### config.mk
export PLATFORM = sky130hd
export DESIGN_NAME = qdr_dly_sweep
export DESIGN_NICKNAME = d
export VERILOG_FILES = /design/src/rtl/qdr_dly_sweep.sv
export SDC_FILE = /design/constraint.sdc
export NUM_CORES = 1
export LEC_CHECK = 0
export CAP_MARGIN = 20
export CORE_AREA = 2 2 183 185
export DETAILED_ROUTE_END_ITERATION = 7
export DIE_AREA = 0 0 185 187
export GPL_TIMING_DRIVEN = 0
export PLACE_DENSITY_LB_ADDON = 0.15
export SYNTH_ARGS = -nofsm -noshare
export SYNTH_HDL_FRONTEND = slang
export SYNTH_SLANG_ARGS = --single-unit
### constraint.sdc
create_clock -name dly_clk -period 11 [get_ports dly_clk]
set_input_delay 3.3 -clock dly_clk [delete_from_list [all_inputs] [get_ports dly_clk]]
set_output_delay 3.3 -clock dly_clk [all_outputs]
set_load 0.02 [all_outputs]
### src/rtl/qdr_dly_sweep.sv
// Per-bit IODELAY eye finder: zero the tap, scan upward against an external checker,
// record the first contiguous passing window and park the tap at its centre.
module qdr_dly_sweep #(
    parameter int unsigned NUM_IN        = 36,
    parameter int unsigned NUM_OUT       = 37,
    parameter int unsigned TAP_BITS      = 5,
    parameter int unsigned SETTLE_CYCLES = 16,
    parameter int unsigned CHK_TIMEOUT   = 1024
) (
    input  logic                                 dly_clk,
    input  logic                                 rst,
    input  logic                                 start,
    input  logic                                 abort,
    input  logic [6:0]                           sel,
    input  logic [TAP_BITS*(NUM_IN+NUM_OUT)-1:0] dly_cntrs,
    output logic                                 chk_req,
    input  logic                                 chk_done,
    input  logic                                 chk_pass,
    output logic [NUM_IN-1:0]                    dly_en_i,
    output logic [NUM_OUT-1:0]                   dly_en_o,
    output logic                                 dly_inc_dec,
    output logic                                 busy,
    output logic                                 done,
    output logic                                 fail,
    output logic [1:0]                           err_code,
    output logic [TAP_BITS-1:0]                  win_start,
    output logic [TAP_BITS-1:0]                  win_end,
    output logic [TAP_BITS-1:0]                  final_tap
);

    localparam int unsigned SEL_W    = 7;
    localparam int unsigned NUM_BITS = NUM_IN + NUM_OUT;
    localparam int unsigned CNT_MAX  = (CHK_TIMEOUT > SETTLE_CYCLES) ? CHK_TIMEOUT : SETTLE_CYCLES;
    localparam int unsigned CNT_W    = $clog2(CNT_MAX + 1);

    localparam logic [SEL_W-1:0]    SEL_LIMIT = SEL_W'(NUM_BITS);
    localparam logic [SEL_W-1:0]    SEL_IN    = SEL_W'(NUM_IN);
    localparam logic [TAP_BITS-1:0] TAP_MAX   = {TAP_BITS{1'b1}};

    localparam logic [1:0] ERR_BAD_SEL = 2'd1;
    localparam logic [1:0] ERR_NO_EYE  = 2'd2;
    localparam logic [1:0] ERR_STUCK   = 2'd3;

    localparam logic [3:0] S_IDLE   = 4'd0;
    localparam logic [3:0] S_CHKSEL = 4'd1;
    localparam logic [3:0] S_ZERO   = 4'd2;
    localparam logic [3:0] S_DIR    = 4'd3;
    localparam logic [3:0] S_PULSE  = 4'd4;
    localparam logic [3:0] S_WAIT   = 4'd5;
    localparam logic [3:0] S_CHECK  = 4'd6;
    localparam logic [3:0] S_SCAN   = 4'd7;
    localparam logic [3:0] S_CENTRE = 4'd8;

    logic [3:0]          state, state_nxt;
    logic [3:0]          ret, ret_nxt;
    logic [SEL_W-1:0]    sel_q, sel_nxt;
    logic [CNT_W-1:0]    cnt, cnt_nxt;
    logic [TAP_BITS-1:0] exp_tap, exp_nxt;
    logic                win_vld, win_vld_nxt;
    logic [TAP_BITS-1:0] win_start_nxt, win_end_nxt, final_tap_nxt;
    logic                busy_nxt, done_nxt, fail_nxt, chk_req_nxt, inc_dec_nxt;
    logic [1:0]          err_nxt;
    logic [NUM_IN-1:0]   en_i_nxt;
    logic [NUM_OUT-1:0]  en_o_nxt;

    logic                step_go, step_inc, fail_go;
    logic [1:0]          fail_code;
    logic [TAP_BITS-1:0] tap;
    logic [TAP_BITS:0]   win_sum;
    logic [TAP_BITS-1:0] target;

    // Current tap of the selected line, and the floor midpoint of the recorded window
    assign tap     = TAP_BITS'(dly_cntrs >> (TAP_BITS * 32'(sel_q)));
    assign win_sum = {1'b0, win_start} + {1'b0, win_end};
    assign target  = win_sum[TAP_BITS:1];

    always_ff @(posedge dly_clk or posedge rst) begin
        if (rst) begin
            state       <= S_IDLE;
            ret         <= S_IDLE;
            sel_q       <= '0;
            cnt         <= '0;
            exp_tap     <= '0;
            win_vld     <= 1'b0;
            win_start   <= '0;
            win_end     <= '0;
            final_tap   <= '0;
            busy        <= 1'b0;
            done        <= 1'b0;
            fail        <= 1'b0;
            err_code    <= '0;
            chk_req     <= 1'b0;
            dly_inc_dec <= 1'b0;
            dly_en_i    <= '0;
            dly_en_o    <= '0;
        end else begin
            state       <= state_nxt;
            ret         <= ret_nxt;
            sel_q       <= sel_nxt;
            cnt         <= cnt_nxt;
            exp_tap     <= exp_nxt;
            win_vld     <= win_vld_nxt;
            win_start   <= win_start_nxt;
            win_end     <= win_end_nxt;
            final_tap   <= final_tap_nxt;
            busy        <= busy_nxt;
            done        <= done_nxt;
            fail        <= fail_nxt;
            err_code    <= err_nxt;
            chk_req     <= chk_req_nxt;
            dly_inc_dec <= inc_dec_nxt;
            dly_en_i    <= en_i_nxt;
            dly_en_o    <= en_o_nxt;
        end
    end

    always_comb begin
        state_nxt     = state;
        ret_nxt       = ret;
        sel_nxt       = sel_q;
        cnt_nxt       = cnt;
        exp_nxt       = exp_tap;
        win_vld_nxt   = win_vld;
        win_start_nxt = win_start;
        win_end_nxt   = win_end;
        final_tap_nxt = final_tap;
        busy_nxt      = busy;
        done_nxt      = done;
        fail_nxt      = fail;
        err_nxt       = err_code;
        chk_req_nxt   = chk_req;
        inc_dec_nxt   = dly_inc_dec;
        en_i_nxt      = '0;
        en_o_nxt      = '0;
        step_go       = 1'b0;
        step_inc      = 1'b0;
        fail_go       = 1'b0;
        fail_code     = 2'd0;

        if (abort && state != S_IDLE) begin
            state_nxt   = S_IDLE;
            busy_nxt    = 1'b0;
            chk_req_nxt = 1'b0;
            inc_dec_nxt = 1'b0;
        end else begin
            case (state)
                S_IDLE: begin
                    if (start && !abort) begin
                        sel_nxt       = sel;
                        busy_nxt      = 1'b1;
                        done_nxt      = 1'b0;
                        fail_nxt      = 1'b0;
                        err_nxt       = 2'd0;
                        win_vld_nxt   = 1'b0;
                        win_start_nxt = '0;
                        win_end_nxt   = '0;
                        final_tap_nxt = '0;
                        state_nxt     = S_CHKSEL;
                    end
                end
                S_CHKSEL: begin
                    if (sel_q >= SEL_LIMIT) begin
                        fail_go   = 1'b1;
                        fail_code = ERR_BAD_SEL;
                    end else begin
                        state_nxt = S_ZERO;
                    end
                end
                S_ZERO: begin
                    if (tap != '0) begin
                        step_go = 1'b1;
                        ret_nxt = S_ZERO;
                    end else begin
                        state_nxt   = S_SCAN;
                        chk_req_nxt = 1'b1;
                        cnt_nxt     = '0;
                    end
                end
                S_DIR: begin
                    if (sel_q < SEL_IN) begin
                        en_i_nxt = NUM_IN'(1) << sel_q;
                    end else begin
                        en_o_nxt = NUM_OUT'(1) << (sel_q - SEL_IN);
                    end
                    state_nxt = S_PULSE;
                end
                S_PULSE: begin
                    cnt_nxt   = '0;
                    state_nxt = S_WAIT;
                end
                S_WAIT: begin
                    if (cnt == CNT_W'(SETTLE_CYCLES - 1)) begin
                        state_nxt = S_CHECK;
                    end else begin
                        cnt_nxt = cnt + CNT_W'(1);
                    end
                end
                S_CHECK: begin
                    if (tap != exp_tap) begin
                        fail_go   = 1'b1;
                        fail_code = ERR_STUCK;
                    end else begin
                        state_nxt = ret;
                        if (ret == S_SCAN) begin
                            chk_req_nxt = 1'b1;
                            cnt_nxt     = '0;
                        end
                    end
                end
                S_SCAN: begin
                    if (chk_done) begin
                        chk_req_nxt = 1'b0;
                        if (chk_pass) begin
                            if (!win_vld) begin
                                win_start_nxt = tap;
                            end
                            win_vld_nxt = 1'b1;
                            win_end_nxt = tap;
                        end
                        // First failing tap after a pass closes the window: no further scanning
                        if (!chk_pass && win_vld) begin
                            state_nxt = S_CENTRE;
                        end else if (tap != TAP_MAX) begin
                            step_go  = 1'b1;
                            step_inc = 1'b1;
                            ret_nxt  = S_SCAN;
                        end else if (chk_pass || win_vld) begin
                            state_nxt = S_CENTRE;
                        end else begin
                            fail_go       = 1'b1;
                            fail_code     = ERR_NO_EYE;
                            final_tap_nxt = tap;
                        end
                    end else if (cnt == CNT_W'(CHK_TIMEOUT - 1)) begin
                        fail_go   = 1'b1;
                        fail_code = ERR_STUCK;
                    end else begin
                        cnt_nxt = cnt + CNT_W'(1);
                    end
                end
                S_CENTRE: begin
                    if (tap > target) begin
                        step_go = 1'b1;
                        ret_nxt = S_CENTRE;
                    end else if (tap < target) begin
                        step_go  = 1'b1;
                        step_inc = 1'b1;
                        ret_nxt  = S_CENTRE;
                    end else begin
                        final_tap_nxt = target;
                        done_nxt      = 1'b1;
                        busy_nxt      = 1'b0;
                        state_nxt     = S_IDLE;
                    end
                end
                default: state_nxt = S_IDLE;
            endcase

            if (step_go) begin
                state_nxt   = S_DIR;
                inc_dec_nxt = step_inc;
                exp_nxt     = step_inc ? tap + TAP_BITS'(1) : tap - TAP_BITS'(1);
            end

            if (fail_go) begin
                state_nxt   = S_IDLE;
                fail_nxt    = 1'b1;
                busy_nxt    = 1'b0;
                err_nxt     = fail_code;
                chk_req_nxt = 1'b0;
            end
        end
    end

endmodule

==> run summary <==
Average wire per cell in the routed design: 24.9 um. A synthesized cell averages 9.91 um2. Along the worst path, the maximum fanout reaches 6. For the maximum root-to-sink buffer count, the log shows 2.

The y dimension of the die was 187 um; the via count of the routed design was 9934. The logs give 10100 for the number of global-route vias before repair and 27.0% for the aggregate global-route resource usage. The number of top-level design ports was 473.

Walking the worst path, the cells encountered are clkdlybuf4s50_1 > mux4_2 > mux2i_1 > or4_1 > a32oi_1 > a2111oi_2 > inv_1 > ha_1 > a21oi_1 > o211ai_1 > a21boi_0 > ha_1 > a21o_1 > a21oi_1 > xnor2_1 > xnor2_1 > o21ai_0 > a22o_1. Site row count: 67. Type of the tightest min-delay check: reg2reg. For this design, the CTS-stage hold fixing added 0 buffers. The core region is 32900 um2. Yosys mapped the design onto 81 distinct sky130hd cell types. After synthesis the netlist holds a flip-flop and latch count of 126. For this run, the top clock speed supported by timing is 117 MHz.

For the data arrival time of the worst path, the log shows 8860 ps. TritonCTS built the clock tree. The setup skew after layout was 11.8 ps; the sequential-to-total area share from yosys stat was 33.7%. Summed over all layers, the global routing overflow is 0. In this run the critical register-to-register path is launched from sel_q[1].

The wire length after detailed routing was 47.5 mm. By area, the combinational part of the netlist is dominated by multiplexers. The number of nets with antenna violations after detailed routing is 0, and the number of clock sinks is 126. The run gives 46.5% as the utilization after layout. Critical path endpoint category: a flip-flop. Counting the buffers created by CTS gives 17. The tools report the endpoint of the lowest-slack register-to-register path as exp_tap[4]. Final worst-path cycle share: 77.7%.

The largest net degree at the start of global routing is 87, and the maximum level of the CTS H-tree is 4. The fraction of the mapped netlist area in adder cells was 2.43%. Clock latency on the worst-skew pair, taken at its later pin, is 430 ps. Worst setup slack for register-to-register paths: 4710 ps. When the netlist entered floorplanning its net count stood at 1340.

The maximum ir drop on the vdd rail was 0.152 mV; the number of violations reported at the end of detailed-routing iteration 0 was 526. The worst hold path passes through 2 cells. The DRC violation count after routing was 0; the yosys synthesis warning count was 0. The tightest slew margin relative to the limit is 31.4%, and the count of mapped cells out of synthesis is 945. The synthesized netlist devotes 13.6% of its cell area to compound gates. For the area of the mapped netlist, the log shows 9360 um2. The flow ran to the end, and the final reports show no timing, DRC or antenna violations. Via-per-instance ratio: 5.21. The worst path needs 8540 ps of the cycle, external delays included. The tools report the number of nets in the finished design as 1832.

The power density of the placed cells is 212 nW/um2. The share of the synthesized netlist area taken by xor and xnor gates is 0.936%. In the synthesized netlist the async set-or-reset flop fraction comes to 100%. The cell count of the worst reg-to-reg path works out to 19. The number of buffer cells added on primary ports was 472; the post-DP HPWL was 39.9 mm. The area of the die was 34600 um2.

After Yosys synthesis, and, or, nand and nor cells account for 17.3% of the synthesized area. The leakage power is 6.11 nW. Among cell families on the critical path, the largest total delay comes from compound AO/OA/AOI/OAI gates. The horizontal die dimension came out at 185 um. After clock tree synthesis, the clock-pin slew on the worst setup and hold paths is 70 ps.

The worst setup path is launched from an input port. The run gives 0 as the count of endpoints failing hold in the final timing report. The largest individual stage delay along the critical path comes from the cell sky130_fd_sc_hd__a2111oi_2.

The congestion estimate from routability-driven global placement came to 0.920. The multiplexer share of the synthesized area is 26.6%, and the initial antenna violation count is 12. The required time of the critical path was 11320 ps. Max-slew violation total from the final report: 0. Clock tree synthesis selected as its root buffer the cell sky130_fd_sc_hd__clkbuf_16. At the pin with the least slew margin, the transition time is 1030 ps. For the wire length of the first global-routing pass, the log shows 68.0 mm. Setup repair after global routing left no endpoint under its margin.

On the worst path, the slowest cell contributes a delay of 930 ps. The synthesized design contains 0 enable-type register cells. Relative to the synthesized area, the layout overhead comes to 63.4%. The worst hold path terminates at fail.

Among all flip-flop cells after synthesis, the most frequent one is sky130_fd_sc_hd__dfrtp_1. Start point of the critical path: dly_cntrs[21]. The post-route netlist has 11.8% of its cells at a drive strength greater than 1. The aggregate negative setup slack came out at 0 ps. The run gives 0 as the quantity of gates resized following cts. The worst hold path begins at fail.

The total setup violations reported at the end of the flow is 0. The initial utilization of the core area, before any placement, comes to 28.5%. The number of buffers added for setup after CTS was 0; the number of optimization iterations in the first detailed-route pass was 5.

Across the run, the number of max-cap violations was 0. Together, buffers and inverters on the worst path number 2. The critical path is of the in2reg type.
==> final cells by class <==
class / instances / area [um2]
fillers: 3179 / 17600
multi-input cells: 729 / 5700
repair buffers: 473 / 4750
flip-flops and latches: 126 / 3150
well taps: 448 / 561
clock buffers: 17 / 425
plain buffers: 64 / 410
clock inverters: 15 / 171
inverters: 26 / 103
diodes: 8 / 20.0
==> flip-flops by register name (all words and copies together), names as in the netlist, 2 cells and up <==
| name | cells |
|---|---|
| final_tap | 5 |
| win_start | 5 |
| ret | 3 |
| state | 4 |
| err_code | 2 |
| cnt | 11 |
| dly_en_o | 37 |
| exp_tap | 5 |
| dly_en_i | 36 |
| sel_q | 7 |
| win_end | 5 |
==> through the flow <==
step | power (mW) | instances | instance area, um2 | setup WS (ps) | hold slack [ps]
floorplan | 1.96 | 945 | 9360 | 3620 | 468
global placement | 2.67 | 1865 | 14600 | 1990 | 471
detailed placement | 2.68 | 1866 | 14700 | 1930 | 475
CTS | 3.26 | 1898 | 15300 | 2360 | 490
global route | 3.45 | 1899 | 15300 | 2050 | 512
finish | 3.25 | 1906 | 15300 | 2460 | 494
==> metal layers <==
layer	up-vias	wire length, um	track usage [%]
li1	4519	-	-
met1	4894	19500	33.9
met2	455	23400	46.9
met3	60	3780	6.70
met4	6	826	5.49
met5	-	34	0
==> worst max path at each step <==
stage | slack [ps] | cells past startpoint | endpoint
finish | 2460 | 18 | exp_tap[4]
global route | 2050 | 18 | exp_tap[4]
CTS | 2360 | 18 | exp_tap[4]
detailed placement | 1930 | 18 | exp_tap[4]
global placement | 1990 | 18 | exp_tap[4]
floorplan | 3620 | 17 | exp_tap[4]
==> Yosys cell counts (4+ instances only) <==
| cell | instances | area (um2) |
|---|---|---|
| sky130_fd_sc_hd__nor2_1 | 125 | 469 |
| sky130_fd_sc_hd__clkbuf_1 | 25 | 93.8 |
| sky130_fd_sc_hd__or2_2 | 4 | 25.0 |
| sky130_fd_sc_hd__a22oi_1 | 19 | 143 |
| sky130_fd_sc_hd__clkbuf_8 | 4 | 55.1 |
| sky130_fd_sc_hd__a21oi_1 | 46 | 230 |
| sky130_fd_sc_hd__and3_1 | 10 | 62.6 |
| sky130_fd_sc_hd__and2_1 | 8 | 50.1 |
| sky130_fd_sc_hd__a31oi_1 | 13 | 81.3 |
| sky130_fd_sc_hd__xnor2_1 | 7 | 61.3 |
| sky130_fd_sc_hd__mux2i_1 | 66 | 661 |
| sky130_fd_sc_hd__dfrtp_1 | 126 | 3150 |
| sky130_fd_sc_hd__a21boi_0 | 4 | 30.0 |
| sky130_fd_sc_hd__a21o_1 | 9 | 67.6 |
| sky130_fd_sc_hd__nand3_1 | 30 | 150 |
| sky130_fd_sc_hd__buf_4 | 9 | 67.6 |
| sky130_fd_sc_hd__mux4_1 | 10 | 263 |
| sky130_fd_sc_hd__o22ai_1 | 7 | 43.8 |
| sky130_fd_sc_hd__o21ai_1 | 4 | 20.0 |
| sky130_fd_sc_hd__mux4_2 | 50 | 1130 |
| sky130_fd_sc_hd__a211oi_1 | 4 | 30.0 |
| sky130_fd_sc_hd__buf_6 | 7 | 78.8 |
| sky130_fd_sc_hd__ha_1 | 15 | 188 |
| sky130_fd_sc_hd__nor3_1 | 18 | 90.1 |
| sky130_fd_sc_hd__nor4_1 | 8 | 50.1 |
| sky130_fd_sc_hd__nor2b_1 | 17 | 106 |
| sky130_fd_sc_hd__or3_1 | 4 | 25.0 |
| sky130_fd_sc_hd__buf_1 | 6 | 22.5 |
| sky130_fd_sc_hd__buf_2 | 10 | 50.1 |
| sky130_fd_sc_hd__nand2_1 | 91 | 342 |
| sky130_fd_sc_hd__mux2_2 | 37 | 417 |
| sky130_fd_sc_hd__nand4_1 | 4 | 25.0 |
| sky130_fd_sc_hd__a2111oi_0 | 5 | 43.8 |
| sky130_fd_sc_hd__o21ai_0 | 32 | 160 |
| sky130_fd_sc_hd__nand2b_1 | 11 | 68.8 |
| sky130_fd_sc_hd__a22o_1 | 6 | 52.6 |
| sky130_fd_sc_hd__o22a_1 | 4 | 35.0 |
| sky130_fd_sc_hd__inv_1 | 24 | 90.1 |
==> where the power goes <==
| group | switching (mW) | internal [mW] |
|---|---|---|
| clock | 0.266 | 0.305 |
| sequential | 0.0452 | 0.521 |
| combinational | 1.19 | 0.925 |
| total | 1.50 | 1.75 |
==> cells by family after synthesis <==
kind of cell    Yosys count
buf+inv                  90
fa+ha+maj                17
flops                   126
simple gates            349
xor+xnor                 10
mux                     164
compound gates          189
==> cell usage in the layout (no fill, tap or decap), types with 5 or more instances in the layout <==
cell type and n:
sky130_fd_sc_hd__nor4_1 8, sky130_fd_sc_hd__mux4_2 50, sky130_fd_sc_hd__a22oi_1 19, sky130_fd_sc_hd__mux4_1 10, sky130_fd_sc_hd__and2_1 8, sky130_fd_sc_hd__buf_4 9, sky130_fd_sc_hd__dfrtp_1 126, sky130_fd_sc_hd__buf_2 10
sky130_fd_sc_hd__a22o_1 6, sky130_fd_sc_hd__clkbuf_1 25, sky130_fd_sc_hd__buf_6 7, sky130_fd_sc_hd__a21o_1 9, sky130_fd_sc_hd__xnor2_1 7, sky130_fd_sc_hd__a31oi_1 13, sky130_fd_sc_hd__inv_8 5, sky130_fd_sc_hd__nor2b_1 17
sky130_fd_sc_hd__nor3_1 18, sky130_fd_sc_hd__mux2i_1 66, sky130_fd_sc_hd__ha_1 15, sky130_fd_sc_hd__clkbuf_16 17, sky130_fd_sc_hd__o21ai_0 32, sky130_fd_sc_hd__nand3_1 30, sky130_fd_sc_hd__nand2b_1 11, sky130_fd_sc_hd__inv_1 23
sky130_fd_sc_hd__clkdlybuf4s50_1 472, sky130_fd_sc_hd__o22ai_1 7, sky130_fd_sc_hd__nand2_1 91, sky130_fd_sc_hd__a2111oi_0 5, sky130_fd_sc_hd__nor2_1 125, sky130_fd_sc_hd__buf_1 6, sky130_fd_sc_hd__a21oi_1 46, sky130_fd_sc_hd__and3_1 10
sky130_fd_sc_hd__diode_2 8, sky130_fd_sc_hd__mux2_2 37
==> tightest hold or removal path: stages, from the launching register on <==
cell,delay (ps)
sky130_fd_sc_hd__dfrtp_1,350
sky130_fd_sc_hd__nand2_1,50
sky130_fd_sc_hd__o21ai_0,60
Power figures use the tool's default switching activity.
